File: src/rtl/dot_stream_mac.sv
// Streaming signed dot-product MAC.
// Accepts one (a, b) pair per accept and sums N products using one multiplier.
// Each result is presented over a valid/ready output handshake.
// The result is the low WIDTH bits of the exact sum; out_ovf flags when the
// exact sum does not fit in signed WIDTH.
//
// state  | meaning
// -------+----------------------------------------------------------
// ACCUM  | accepting element pairs, building the partial sum
// RESULT | holding a finished result until downstream takes it
module dot_stream_mac #(
  parameter int WIDTH = 8,
  parameter int N     = 4
) (
  input  logic             clk,
  input  logic             rst_n,
  input  logic             flush,
  input  logic             in_valid,
  output logic             in_ready,
  input  logic [WIDTH-1:0] in_a,
  input  logic [WIDTH-1:0] in_b,
  output logic             out_valid,
  input  logic             out_ready,
  output logic [WIDTH-1:0] out_data,
  output logic             out_ovf
);

  localparam int CW = (N > 1) ? $clog2(N) : 1;
  // Wide enough that N full products can never overflow the partial sum.
  localparam int AW = 2*WIDTH + $clog2(N) + 1;
  localparam logic [CW-1:0] LAST = CW'(N - 1);

  typedef enum logic {
    ACCUM  = 1'b0,
    RESULT = 1'b1
  } state_t;

  state_t state, state_next;

  logic [CW-1:0]           count;
  logic signed [AW-1:0]    acc;
  logic signed [AW-1:0]    sum;
  logic signed [2*WIDTH-1:0] a_ext;
  logic signed [2*WIDTH-1:0] b_ext;
  logic signed [2*WIDTH-1:0] prod;
  logic                    accept;
  logic                    sum_ovf;

  // Flush wins over a same-cycle accept, so the pair it coincides with is dropped.
  assign accept = in_valid && (state == ACCUM) && !flush;

  assign a_ext = {{WIDTH{in_a[WIDTH-1]}}, in_a};
  assign b_ext = {{WIDTH{in_b[WIDTH-1]}}, in_b};
  assign prod  = a_ext * b_ext;
  assign sum   = acc + {{(AW-2*WIDTH){prod[2*WIDTH-1]}}, prod};

  // The sum fits in signed WIDTH only when every bit from WIDTH-1 upward matches the sign.
  assign sum_ovf = !((&sum[AW-1:WIDTH-1]) || !(|sum[AW-1:WIDTH-1]));

  // State register.
  always_ff @(posedge clk or negedge rst_n) begin
    if (!rst_n) state <= ACCUM;
    else        state <= state_next;
  end

  // Next-state and handshake outputs.
  always_comb begin
    state_next = state;
    in_ready   = 1'b0;
    out_valid  = 1'b0;
    case (state)
      ACCUM: begin
        in_ready = 1'b1;
        if (accept && (count == LAST)) state_next = RESULT;
      end
      RESULT: begin
        out_valid = 1'b1;
        if (out_ready) state_next = ACCUM;
      end
      default: state_next = ACCUM;
    endcase
    if (flush) state_next = ACCUM;
  end

  // Partial sum, element count, and the held result.
  always_ff @(posedge clk or negedge rst_n) begin
    if (!rst_n) begin
      count    <= '0;
      acc      <= '0;
      out_data <= '0;
      out_ovf  <= 1'b0;
    end else if (flush) begin
      count <= '0;
      acc   <= '0;
    end else if (accept) begin
      if (count == LAST) begin
        out_data <= sum[WIDTH-1:0];
        out_ovf  <= sum_ovf;
        count    <= '0;
        acc      <= '0;
      end else begin
        count <= count + 1'b1;
        acc   <= sum;
      end
    end
  end

endmodule

File: config.mk
export PLATFORM = sky130hd
export DESIGN_NAME = dot_stream_mac
export DESIGN_NICKNAME = d
export VERILOG_FILES = /design/src/rtl/dot_stream_mac.sv
export SDC_FILE = /design/constraint.sdc
export NUM_CORES = 1
export LEC_CHECK = 0
export CORE_MARGIN = 5
export CORE_UTILIZATION = 41
export DETAILED_ROUTE_END_ITERATION = 8
export GPL_TIMING_DRIVEN = 0
export HOLD_SLACK_MARGIN = 0.02
export PLACE_DENSITY = 0.56
export SYNTH_ARGS = -nofsm -noshare
export SYNTH_HDL_FRONTEND = slang
export SYNTH_SLANG_ARGS = --single-unit
File: constraint.sdc
create_clock -name clk -period 3.5 [get_ports clk]
set_clock_uncertainty 0.15 [all_clocks]
set_input_delay 1.05 -clock clk [delete_from_list [all_inputs] [get_ports clk]]
set_output_delay 1.05 -clock clk [all_outputs]
set_load 0.1 [all_outputs]
# Word-level counts from Yosys, hierarchy flattened
# Cells that the tools add are included.
totals:
  input_bits: 21
  elab_cells: 34
  register_bits: 31
  mem_bits_ro: 0
  out_inout_bits: 11
  latch_bits: 0
  ram_bits: 0
  mem_count: 0
op_classes:
  addsub: 2
  div_mod_pow: 0
  shifts: 0
  order_cmp: 0
  mux: 12
  n_reduce_logical: 11
  n_eq_ne: 1
  n_bitwise: 2
  n_mul: 1
ops:
  columns: ["operator", "n"]
  rows:
  - ["$mux W19", 3]
  - ["$add A19 B19 Y19", 1]
  - ["$mul A8 B8 Y16", 1]
  - ["$reduce_and A12 Y1", 1]
  - ["$reduce_or A12 Y1", 1]
  - ["$mux W2", 3]
  - ["$mux W1", 5]
  - ["$logic_and A1 B1 Y1", 3]
  - ["$logic_not A1 Y1", 3]
  - ["$reduce_and A3 Y1", 1]
  - ["$add A2 B1 Y2 const B", 1]
  - ["$eq A2 B2 Y1 const B", 1]
  - ["$not A1 Y1", 2]
  - ["$pmux W1 S2", 1]
  - ["$reduce_bool A2 Y1", 1]
  - ["$logic_or A1 B1 Y1", 1]

# Logic depth before layout (Yosys ltp)
# Gate-level depths: netlist (run 1).
logic_depth:
  depth_word: 7
  ltp_mapped: 29

# Worst setup path before layout (run 1)
# Ideal clock, no wire load.
synth_timing:
  kind: "input -> register"
  startpoint: "in in_b[7]"
  endpoint: "reg out_ovf"
  setup_ns: 0.067
  stages: 25
  arrival_ns: 6.736
  path_buffers: 1
  path_slack_ns: -3.453
  cell_sequence: "clkinv_1 -> fa_1 -> inv_1 -> fa_1 -> inv_1 -> fa_1 -> fa_1 -> inv_1 -> ha_1 -> o21ai_0 -> a21oi_1 -> o21ai_0 -> a21boi_0 -> o21ai_0 -> a21boi_0 -> nor2_1 -> ha_1 -> buf_6 -> and3_2 -> and3_1 -> o2111ai_1 -> a211oi_1 -> or4_4 -> a221o_1 -> nand2_1"
synth_between:
  elab_chain_cells: 6
  elab_cells_between_ends: 7
  cone_classes: "add/sub: 1; mul: 1; reduce/logical: 5"
synth_lines:
  columns: ["element", "line_no", "rtl"]
  rows:
  - ["start, declared", "21", "input logic [WIDTH-1:0] in_b,"]
  - ["$mul A8 B8 Y16 *", "54", "assign prod = a_ext * b_ext;"]
  - ["$add A19 B19 Y19 *", "55", "assign sum = acc + {{(AW-2*WIDTH){prod[2*WIDTH-1]}}, prod};"]
  - ["$reduce_or A12 Y1", "58", "assign sum_ovf = !((&sum[AW-1:WIDTH-1]) || !(|sum[AW-1:WIDTH-1]));"]
  - ["$logic_not A1 Y1", "58", null]
  - ["$logic_or A1 B1 Y1 *", "58", null]
  - ["$logic_not A1 Y1 *", "58", null]
  - ["end signal, assigned", "98", "out_ovf <= sum_ovf;"]
  - ["end, declared", "25", "output logic out_ovf"]
# Every way passes the cells marked *; elsewhere a longest branch is shown, timed or not.
# A chain may end at the register's enable or synchronous reset.

# Final worst setup path (run 1)
layout_timing:
  startpoint: "in in_a[5]"
  endpoint: "reg out_ovf"
layout_between:
  elab_chain_cells: 6
  elab_cells_between_ends: 7
  cone_classes: "add/sub: 1; mul: 1; reduce/logical: 5"
layout_lines:
  columns: ["element", "line_no", "rtl"]
  rows:
  - ["start, declared", "20", "input logic [WIDTH-1:0] in_a,"]
  - ["$mul A8 B8 Y16 *", "54", null]
  - ["$add A19 B19 Y19 *", "55", null]
  - ["$reduce_or A12 Y1", "58", null]
  - ["$logic_not A1 Y1", "58", null]
  - ["$logic_or A1 B1 Y1 *", "58", null]
  - ["$logic_not A1 Y1 *", "58", null]
# Marked as above.

==> metrics.md, run 1 <==
| Metric | Value |
|---|---|
| Sink Count | 31 |
| Drt pass-1 iters | 4 |
| CP delay by family, top | adder cells |
| Vias | 3864 |
| Critical path required time | 3.56 ns |
| CTS tree | built |
| Most common cell after layout, fill and taps aside | inv_1 |
| Post-Synthesis Cells | 526 |
| WL/cell | 15.3 um |
| Largest net degree at the start of global routing | 32 |
| Syn Std Cell Area | 4740 sq um |
| Final instance area | 6640 sq um |
| Outcome | finished, violations left |
| MaxCap Viol Count | 0 |
| Non-filler cells, final | 740 |
| Clk_lat worst skew | 0.27 ns |
| Avg Cell Area, Syn | 9.02 sq um |
| Clock slew at reported path FFs | 0.05 ns |
| Pre-CTS WS | -4.11 ns |
| Reg-to-Reg End | out_ovf$_DFFE_PN0P_ |
| # H-tree levels | 2 |
| Ys flop type | dfrtp_1 |
| Yosys reg bits | 31 |
| DIE AREA | 13800 sq um |
| FF-to-FF path depth | 12 |
| Worst hold path class | flip-flop to flip-flop |
| First-pass GRT wire length | 19.9 mm |
| Crit path buffers/inverters | 4 |
| Worst setup endpoint | out_ovf$_DFFE_PN0P_ |
| Final slew viol count | 0 |
| CP Depth | 27 |
| Worst reg2reg setup slack | 0.31 ns |
| Root Driver | clkbuf_16 |
| Core Region | 11400 sq um |
| Post-synth EDFFs | 0 |
| Start point of the critical path | in_a[5] |
| Critical Path AT | 6.47 ns |
| Area growth from synthesis to layout | 40.0% |
| Final min period | 6.41 ns |
| Final hold vios | 0 |
| Remaining Overflow, GRT | 0 |
| Post-synth net total | 651 |
| Yosys warnings | 0 |
| Area of the multi-input gates | 4450 sq um |
| CP max stage cell | fa_1 |
| Final nets | 721 |
| Starting DRC count in detailed routing | 123 |
| CTS buffer count | 5 |
| Worst setup path category | primary input to flip-flop |
| Dpl cells | 700 |
| Worst R2R Start | acc[0]$_DFFE_PN0P_ |
| # fillers | 976 |
| I/O Buffers | 31 |
| Seq/Total Area, Yosys | 16.4% |
| Die X | 118 um |
| Fmax | 0.156 GHz |
| Die height | 118 um |
| Starting Density | 41.7% |
| Final WS setup | -2.91 ns |
| Worst slew margin | 33.3% |
| Final ANT Viol Nets | 0 |
| Slew @ Worst Pin | 0.998 ns |
| Rows | 39 |
| Detailed-placement wirelength estimate | 8.46 mm |
| Placed cell areas | 5580 sq um |
| Hold_buf cts | 0 |
| DR vias/cell | 5.22 |
| RSZ-0062 raised after global routing | true |
| IO Count | 32 |
| GRT Overall Usage | 16.9% |
| RePlAce Congestion | 0.819 |
| Critical path startpoint category | primary input |
| Failing checks | negative setup slack |
| Worst-path fanout max | 8 |
| Setup crit end kind | flip-flop |
| Share of layout cells above drive strength 1 | 34.8% |
| DRC Markers | 0 |
| Ys async rst share | 100% |
| Register Area | 776 sq um |
| Max stage delay on crit path | 0.57 ns |
| Commonest non-fill, non-tap cells in the layout | inv_1, fa_1, nand2_1, dfrtp_1, and2_1 |
| Worst-case clock buffer depth | 2 |
| Synth cell types | 59 |
| Vias in the first global route | 4206 |
| Final setup vio count | 20 |
| Post-Route WL | 11.3 mm |
| Initial antenna violation count | 0 |
| Tcrit/Tclk final | 183% |
| Ant diodes | 0 |
## stage by stage
step | setup TNS [ns] | hold WS, ns | util, %
after global placement | -56.86 | 0.318 | 49.1
after floorplan | -32.96 | 0.304 | -
final | -34.34 | 0.325 | 58.4
after global routing | -37.98 | 0.349 | 58.4
after detailed placement | -57.36 | 0.324 | 49.1
after CTS | -33.67 | 0.335 | 55.8
## Yosys cell counts, types with 7 or more instances
| cell type | instances | area share [%] |
|---|---|---|
| o21ai_0 | 20 | 2.1 |
| fa_1 | 56 | 24 |
| nand2_1 | 48 | 3.8 |
| dfrtp_1 | 31 | 16 |
| o211ai_1 | 7 | 1.1 |
| a22o_1 | 12 | 2.2 |
| a21oi_1 | 13 | 1.4 |
| ha_1 | 48 | 13 |
| xnor2_1 | 16 | 3.0 |
| nor2_1 | 25 | 2.0 |
| and2_1 | 40 | 5.3 |
| inv_1 | 98 | 7.8 |
| xor2_1 | 8 | 1.5 |
## per-layer routing
metal,vias to the layer above,GRT usage (%),part of all wire [%]
li1,1875,-,-
met1,1948,22.7,46
met2,29,30.3,52
met3,12,1.73,1.5
met4,0,2.29,1.0
met5,-,0,0
## sequential cells by signal, indices dropped and copies added (netlist names)
name	flops
state	1
out_ovf	1
count	2
acc	19
out_data	8
## layout make-up
class	instances	share of cell area [%]
plain buffers	6	0.452
clock buffers	6	2.09
clock inverters	2	0.528
inverters	99	5.71
multi-input cells	390	67.0
flip-flops and latches	31	11.7
well taps	143	2.70
repair buffers	63	9.82
## tightest hold or removal path, stage by stage, from the launching register on
cell	delay [ns]
dfrtp_1	0.34
nand2_1	0.04
o21ai_0	0.06
## repair_timing
| action | 4_1_cts | 5_1_grt |
|---|---|---|
| pin swaps | 48 | 48 |
| setup buffers | 23 | 10 |
| setup endpoints to repair | 24 | 22 |
| endpoints found under the hold margin | 0 | 0 |
| resized for setup | 179 | 45 |
## worst min-delay path by stage
stage / start / cells past startpoint / end
final: out_data[1]$_DFFE_PN0P_ / 2 / out_data[1]$_DFFE_PN0P_
after floorplan: acc[12]$_DFFE_PN0P_ / 2 / acc[12]$_DFFE_PN0P_
after global routing: out_data[7]$_DFFE_PN0P_ / 2 / out_data[7]$_DFFE_PN0P_
after detailed placement: out_data[1]$_DFFE_PN0P_ / 2 / out_data[1]$_DFFE_PN0P_
after global placement: out_data[1]$_DFFE_PN0P_ / 2 / out_data[1]$_DFFE_PN0P_
after CTS: out_data[1]$_DFFE_PN0P_ / 2 / out_data[1]$_DFFE_PN0P_
## kinds of logic (layout without fill, tap and decap cells)
logic type               Yosys count  in the layout  share of synthesized area [%]
AND/OR/NAND/NOR                  160            160                           18.2
buffers and inverters            105            176                           8.47
adder cells (fa/ha/maj)          104            104                           36.3
AO/OA/AOI/OAI                     94             94                           14.5
flip-flops                        31             31                           16.4
XOR/XNOR                          24             24                           4.43
multiplexers                       8              8                           1.82
Power of run 1 is left out: the tool's default activity adds up to more than one toggle a clock period on the data nets, which glitch-free logic cannot reach.
==> inputs of run 2 (changes only) <==
PLACE_DENSITY = 0.68   (was 0.56)
==> run 2 against run 1 <==
- the flow still finishes with violations (negative setup slack)
- sequential cell count stayed put
- first-iteration DRC count rose by 110%
- utilization rose by 0.83 points
- hold slack gained 0.0033 ns
- cell count grew 0.95%
- maximum frequency is 1.5% lower
- count of clock-buffer cells in the layout is the same
- critical path depth rose by 3
- global-route usage increased by 0.31 points
==> metrics.md, run 2 (synthesized netlist as in run 1, its figures left out) <==
| Metric | Value |
|---|---|
| Post-Route WL | 12.1 mm (was 11.3 mm) |
| RSZ-0062 raised after global routing | true (unchanged) |
| FF-to-FF path depth | 11 (was 12) |
| Hold depth | 2 (unchanged) |
| DR vias/cell | 5.43 (was 5.22) |
| Top reg by flops | acc (unchanged) |
| # H-tree levels | 2 (unchanged) |
| Drt pass-1 iters | 4 (unchanged) |
| Root Driver | clkbuf_16 (unchanged) |
| Ant diodes | 0 (unchanged) |
| Worst-path fanout max | 8 (unchanged) |
| WL/cell | 16.2 um (was 15.3 um) |
| Worst setup path category | primary input to flip-flop (unchanged) |
| IO Count | 32 (unchanged) |
| Outcome | finished, violations left (unchanged) |
| Slew @ Worst Pin | 0.990 ns (was 0.998 ns) |
| CP delay by family, top | adder cells (unchanged) |
| Tcrit/Tclk final | 186% (was 183%) |
| Final nets | 728 (was 721) |
| Rows | 39 (unchanged) |
| Area of the multi-input gates | 4480 sq um (was 4450 sq um) |
| Remaining Overflow, GRT | 0 (unchanged) |
| Worst hold path class | flip-flop to flip-flop (unchanged) |
| Core Region | 11400 sq um (unchanged) |
| Die height | 118 um (unchanged) |
| Die X | 118 um (unchanged) |
| Max reg flops | 19 (unchanged) |
| Starting DRC count in detailed routing | 256 (was 123) |
| Final min period | 6.50 ns (was 6.41 ns) |
| Initial antenna violation count | 0 (unchanged) |
| Critical Path AT | 6.51 ns (was 6.47 ns) |
| DRC Markers | 0 (unchanged) |
| RePlAce Congestion | 0.818 (was 0.819) |
| Critical path's most frequent cell | ha_4 |
| Final setup vio count | 20 (unchanged) |
| GRT Overall Usage | 17.2% (was 16.9%) |
| Commonest non-fill, non-tap cells in the layout | inv_1, fa_1, nand2_1, dfrtp_1, buf_4 (was inv_1, fa_1, nand2_1, dfrtp_1, and2_1) |
| Fmax | 0.154 GHz (was 0.156 GHz) |
| Final ANT Viol Nets | 0 (unchanged) |
| Sink Count | 31 (unchanged) |
| Share of layout cells above drive strength 1 | 37.9% (was 34.8%) |
| Pre-CTS WS | -4.11 ns (about the same) |
| Vias in the first global route | 4443 (was 4206) |
| CP Depth | 30 (was 27) |
| Largest net degree at the start of global routing | 32 (unchanged) |
| CTS buffer count | 5 (unchanged) |
| Vias | 4057 (was 3864) |
| Detailed-placement wirelength estimate | 8.67 mm (was 8.46 mm) |
| Failing checks | negative setup slack (unchanged) |
| Final slew viol count | 0 (unchanged) |
| Crit path buffers/inverters | 6 (was 4) |
| # fillers | 899 (was 976) |
| Starting Density | 41.7% (unchanged) |
| CP max stage cell | fa_1 (unchanged) |
| Clk_lat worst skew | 0.28 ns (was 0.27 ns) |
| First-pass GRT wire length | 20.2 mm (was 19.9 mm) |
| Top flop regs | acc (19), out_data (8), count (2) (unchanged) |
| DIE AREA | 13800 sq um (unchanged) |
| Max stage delay on crit path | 0.52 ns (was 0.57 ns) |
| I/O Buffers | 31 (unchanged) |
| MaxCap Viol Count | 0 (unchanged) |
| Register Area | 776 sq um (unchanged) |
| Critical path required time | 3.51 ns (was 3.56 ns) |
| Critical path startpoint category | primary input (unchanged) |
| CTS tree | built (unchanged) |
| Final hold vios | 0 (unchanged) |
| Setup crit end kind | flip-flop (unchanged) |
| Worst-case clock buffer depth | 2 (unchanged) |
| Most common cell after layout, fill and taps aside | inv_1 (unchanged) |
| Area growth from synthesis to layout | 41.9% (was 40.0%) |
| Final WS setup | -3.00 ns (was -2.91 ns) |
| Clock slew at reported path FFs | 0.05 ns (about the same) |
| Worst slew margin | 33.8% (was 33.3%) |
## run 2: changes by cell type in the layout (fill, tap and decap cells not counted), sizes merged
cell / previous run / this run
buf: 50 / 57
clkinv: 2 / 1
inv: 98 / 99
## run 2: cell type report
type / instances / area share (%)
buffer: 5 / 0.279
clock buffer: 6 / 2.06
clock inverter: 2 / 0.520
inverter: 99 / 5.71
multi-input combinational: 390 / 66.6
sequential: 31 / 11.5
tap: 143 / 2.66
timing repair buffer: 71 / 10.6
## run 2: what timing repair did
action                                  in CTS  in global routing
cloned                                       0                  0
endpoints found under the setup margin      24                 22
pin swaps                                   42                 56
gates resized for setup                    199                 53
setup buffers                               33                 13
hold buffers                                 0                  0
## run 2: path summary, 6_finish.rpt
check / startpoint / end / slack [ns]
setup / recovery: in_a[3] / out_ovf$_DFFE_PN0P_ / -3.00
hold / removal: out_data[1]$_DFFE_PN0P_ / out_data[1]$_DFFE_PN0P_ / 0.33
setup reg to reg: acc[1]$_DFFE_PN0P_ / out_ovf$_DFFE_PN0P_ / 0.13
hold reg to reg: out_data[1]$_DFFE_PN0P_ / out_data[1]$_DFFE_PN0P_ / 0.33
max in group asynchronous: rst_n / acc[2]$_DFFE_PN0P_ / 2.07
min in group asynchronous: rst_n / out_ovf$_DFFE_PN0P_ / 0.67
## run 2: metal layers
layer / vias up / share of wire, % / global-route usage (%) / wire length, um
met3: 41 / 3.0 / 2.40 / 367
met5: - / 0 / 0 / 0
met4: 0 / 3.9 / 6.02 / 476
met1: 2043 / 40 / 19.9 / 4880
met2: 84 / 53 / 32.3 / 6370
li1: 1889 / - / - / -
## run 2: worst register-to-register path: cells and delay by family (launching register included)
kind / cells / cell delay, ns
fa+ha+maj: 1 / 0.33
simple gates: 4 / 0.62
buf+inv: 1 / 0.19
compound gates: 5 / 1.56
flops: 1 / 0.40
## run 2: metrics by stage
stage          std cells  utilization (%)  cell area (sq um)  hold WS (ns)  TNS, ns
6_report             747             59.2               6730         0.328   -36.63
5_1_grt              747             59.2               6730         0.373   -39.48
4_1_cts              740             57.0               6480         0.331   -35.16
3_5_place_dp         700             49.1               5590         0.319   -57.42
3_3_place_gp         700             49.1               5590         0.314   -55.97
2_1_floorplan        526                -               5100         0.304   -32.96
Power of run 2 is left out for the same reason.
==> inputs of run 3 (changes only) <==
CORE_ASPECT_RATIO = 1.1   (was unset)
CORE_MARGIN = unset   (was 5)
==> run 3 against run 2 <==
- the run still ends with negative setup slack left
- via count fell by 2.4%
- utilization fell by 0.70 points
- setup slack improved by 0.12 ns
- critical path type unchanged
==> metrics.md, run 3 (synthesized netlist as in run 1, its figures left out) <==
| Metric | Value |
|---|---|
| GRT Overall Usage | 19.9% (was 17.2%) |
| Drt pass-1 iters | 4 (unchanged) |
| Placed cell areas | 5590 sq um (about the same) |
| Die height | 115 um (was 118 um) |
| Largest net degree at the start of global routing | 32 (unchanged) |
| Setup crit end kind | flip-flop (unchanged) |
| # H-tree levels | 2 (unchanged) |
| Die X | 105 um (was 118 um) |
| Vias | 3960 (was 4057) |
| Ant diodes | 0 (unchanged) |
| Critical Path AT | 6.40 ns (was 6.51 ns) |
| CTS tree | built (unchanged) |
| Slew @ Worst Pin | 0.972 ns (was 0.990 ns) |
| Most common cell after layout, fill and taps aside | inv_1 (unchanged) |
| Root Driver | clkbuf_16 (unchanged) |
| Final min period | 6.38 ns (was 6.50 ns) |
| Max reg flops | 19 (unchanged) |
| Share of layout cells above drive strength 1 | 34.2% (was 37.9%) |
| Top reg by flops | acc (unchanged) |
| Crit-path cells | buf_4 -> nand2_1 -> fa_2 -> fa_1 -> fa_1 -> fa_1 -> inv_2 -> ha_4 -> nor2b_4 -> o21ai_2 -> a21oi_4 -> buf_4 -> buf_4 -> nor2_4 -> ha_4 -> and3_4 -> and3_4 -> a22o_4 -> a2111oi_4 -> nor3_2 -> nor4_1 -> nand4_1 -> o2111ai_1 -> nand2_1 |
| Outcome | finished, violations left (unchanged) |
| WL/cell | 15.4 um (was 16.2 um) |
| Post-Route Setup TNS | -35.16 ns (was -36.63 ns) |
| Final setup vio count | 20 (unchanged) |
| I/O Buffers | 31 (unchanged) |
| Failing checks | negative setup slack (unchanged) |
| Tcrit/Tclk final | 182% (was 186%) |
| Worst slew margin | 35.0% (was 33.8%) |
| Hold_buf cts | 0 (unchanged) |
| Worst-path fanout max | 8 (unchanged) |
| DIE AREA | 12000 sq um (was 13800 sq um) |
| Pre-CTS WS | -4.09 ns (was -4.11 ns) |
| Area of the multi-input gates | 4370 sq um (was 4480 sq um) |
| Clock slew at reported path FFs | 0.05 ns (about the same) |
| Register Area | 776 sq um (unchanged) |
| Detailed-placement wirelength estimate | 8.40 mm (was 8.67 mm) |
| Final WS setup | -2.88 ns (was -3.00 ns) |
| Fmax | 0.157 GHz (was 0.154 GHz) |
| Top flop regs | acc (19), out_data (8), count (2) (unchanged) |
| Initial antenna violation count | 0 (unchanged) |
| RSZ-0062 raised after global routing | true (unchanged) |
| DR vias/cell | 5.32 (was 5.43) |
| DRC Markers | 0 (unchanged) |
| Area growth from synthesis to layout | 37.1% (was 41.9%) |
| Critical path startpoint category | primary input (unchanged) |
| Sink Count | 31 (unchanged) |
| Final ANT Viol Nets | 0 (unchanged) |
| Worst setup path category | primary input to flip-flop (unchanged) |
| Final slew viol count | 0 (unchanged) |
| Clk_lat worst skew | 0.28 ns (about the same) |
| MaxCap Viol Count | 0 (unchanged) |
| Starting DRC count in detailed routing | 203 (was 256) |
| Vias in the first global route | 4267 (was 4443) |
| Final instance area | 6500 sq um (was 6730 sq um) |
| Final nets | 721 (was 728) |
| Post-Route WL | 11.5 mm (was 12.1 mm) |
| Max stage delay on crit path | 0.53 ns (was 0.52 ns) |
| Rows | 40 (was 39) |
| RePlAce Congestion | 0.816 (was 0.818) |
| Worst-case clock buffer depth | 2 (unchanged) |
| Commonest non-fill, non-tap cells in the layout | inv_1, fa_1, nand2_1, dfrtp_1, buf_4 (unchanged) |
| CTS buffer count | 5 (unchanged) |
| IO Count | 32 (unchanged) |
| Remaining Overflow, GRT | 0 (unchanged) |
| Final hold vios | 0 (unchanged) |
| Starting Density | 42.7% (was 41.7%) |
| Core Region | 11100 sq um (was 11400 sq um) |
| First-pass GRT wire length | 19.2 mm (was 20.2 mm) |
| # fillers | 942 (was 899) |
| Worst hold path class | flip-flop to flip-flop (unchanged) |
| CP max stage cell | fa_1 (unchanged) |
| Critical path required time | 3.52 ns (was 3.51 ns) |
-- run 3: changes by cell type in the layout (fill, tap and decap cells not counted), moves of 3 or more --
cell	delta
ha_4	-5
buf_8	-3
nor2_1	+3
nor2_4	-3
and2_4	-4
ha_2	+3
buf_6	-4
and2_1	+4
-- run 3: critical path: cells and delay by family --
| kind | cells | cell delay, ns |
|---|---|---|
| buffers and inverters | 4 | 0.45 |
| adders and majority gates | 6 | 2.34 |
| and+or+nand+nor | 9 | 1.40 |
| AOI/OAI and AO/OA | 5 | 1.15 |
-- run 3: final timing paths --
path | from | to | slack [ns] | cells past startpoint
hold / removal | out_data[1]$_DFFE_PN0P_ | out_data[1]$_DFFE_PN0P_ | 0.33 | 2
setup reg to reg | acc[1]$_DFFE_PN0P_ | out_ovf$_DFFE_PN0P_ | 0.19 | 10
min in group asynchronous | rst_n | out_data[7]$_DFFE_PN0P_ | 0.68 | 1
max in group asynchronous | rst_n | acc[7]$_DFFE_PN0P_ | 2.05 | 1
hold reg to reg | out_data[1]$_DFFE_PN0P_ | out_data[1]$_DFFE_PN0P_ | 0.33 | 2
setup / recovery | in_b[4] | out_ovf$_DFFE_PN0P_ | -2.88 | 24
-- run 3: stage by stage --
step                util, %  hold slack, ns  std cells
floorplan                 -           0.304        526
global placement       50.3           0.312        704
detailed placement     50.3           0.326        704
CTS                    55.3           0.337        727
global route           58.5           0.369        744
finish                 58.5           0.332        744
-- run 3: final cells by class --
class                   instances  share of cell area, %
well taps                     147                   2.83
flip-flops and latches         31                   11.9
multi-input cells             390                   67.1
clock buffers                   6                   2.14
repair buffers                 64                   9.22
plain buffers                   5                  0.289
clock inverters                 2                  0.539
inverters                      99                   5.91
-- run 3: routing by layer --
layer	GRT usage, %	share of wire (%)
met2	38.5	55
met5	0	0
met4	7.24	2.3
met1	22.6	40
met3	2.27	2.5
-- run 3: what timing repair did --
item	CTS	global route
setup endpoints to repair	24	21
setup buffers	15	19
gates resized for setup	156	50
cloned	0	0
pin swaps	34	41
Power of run 3 is left out for the same reason.
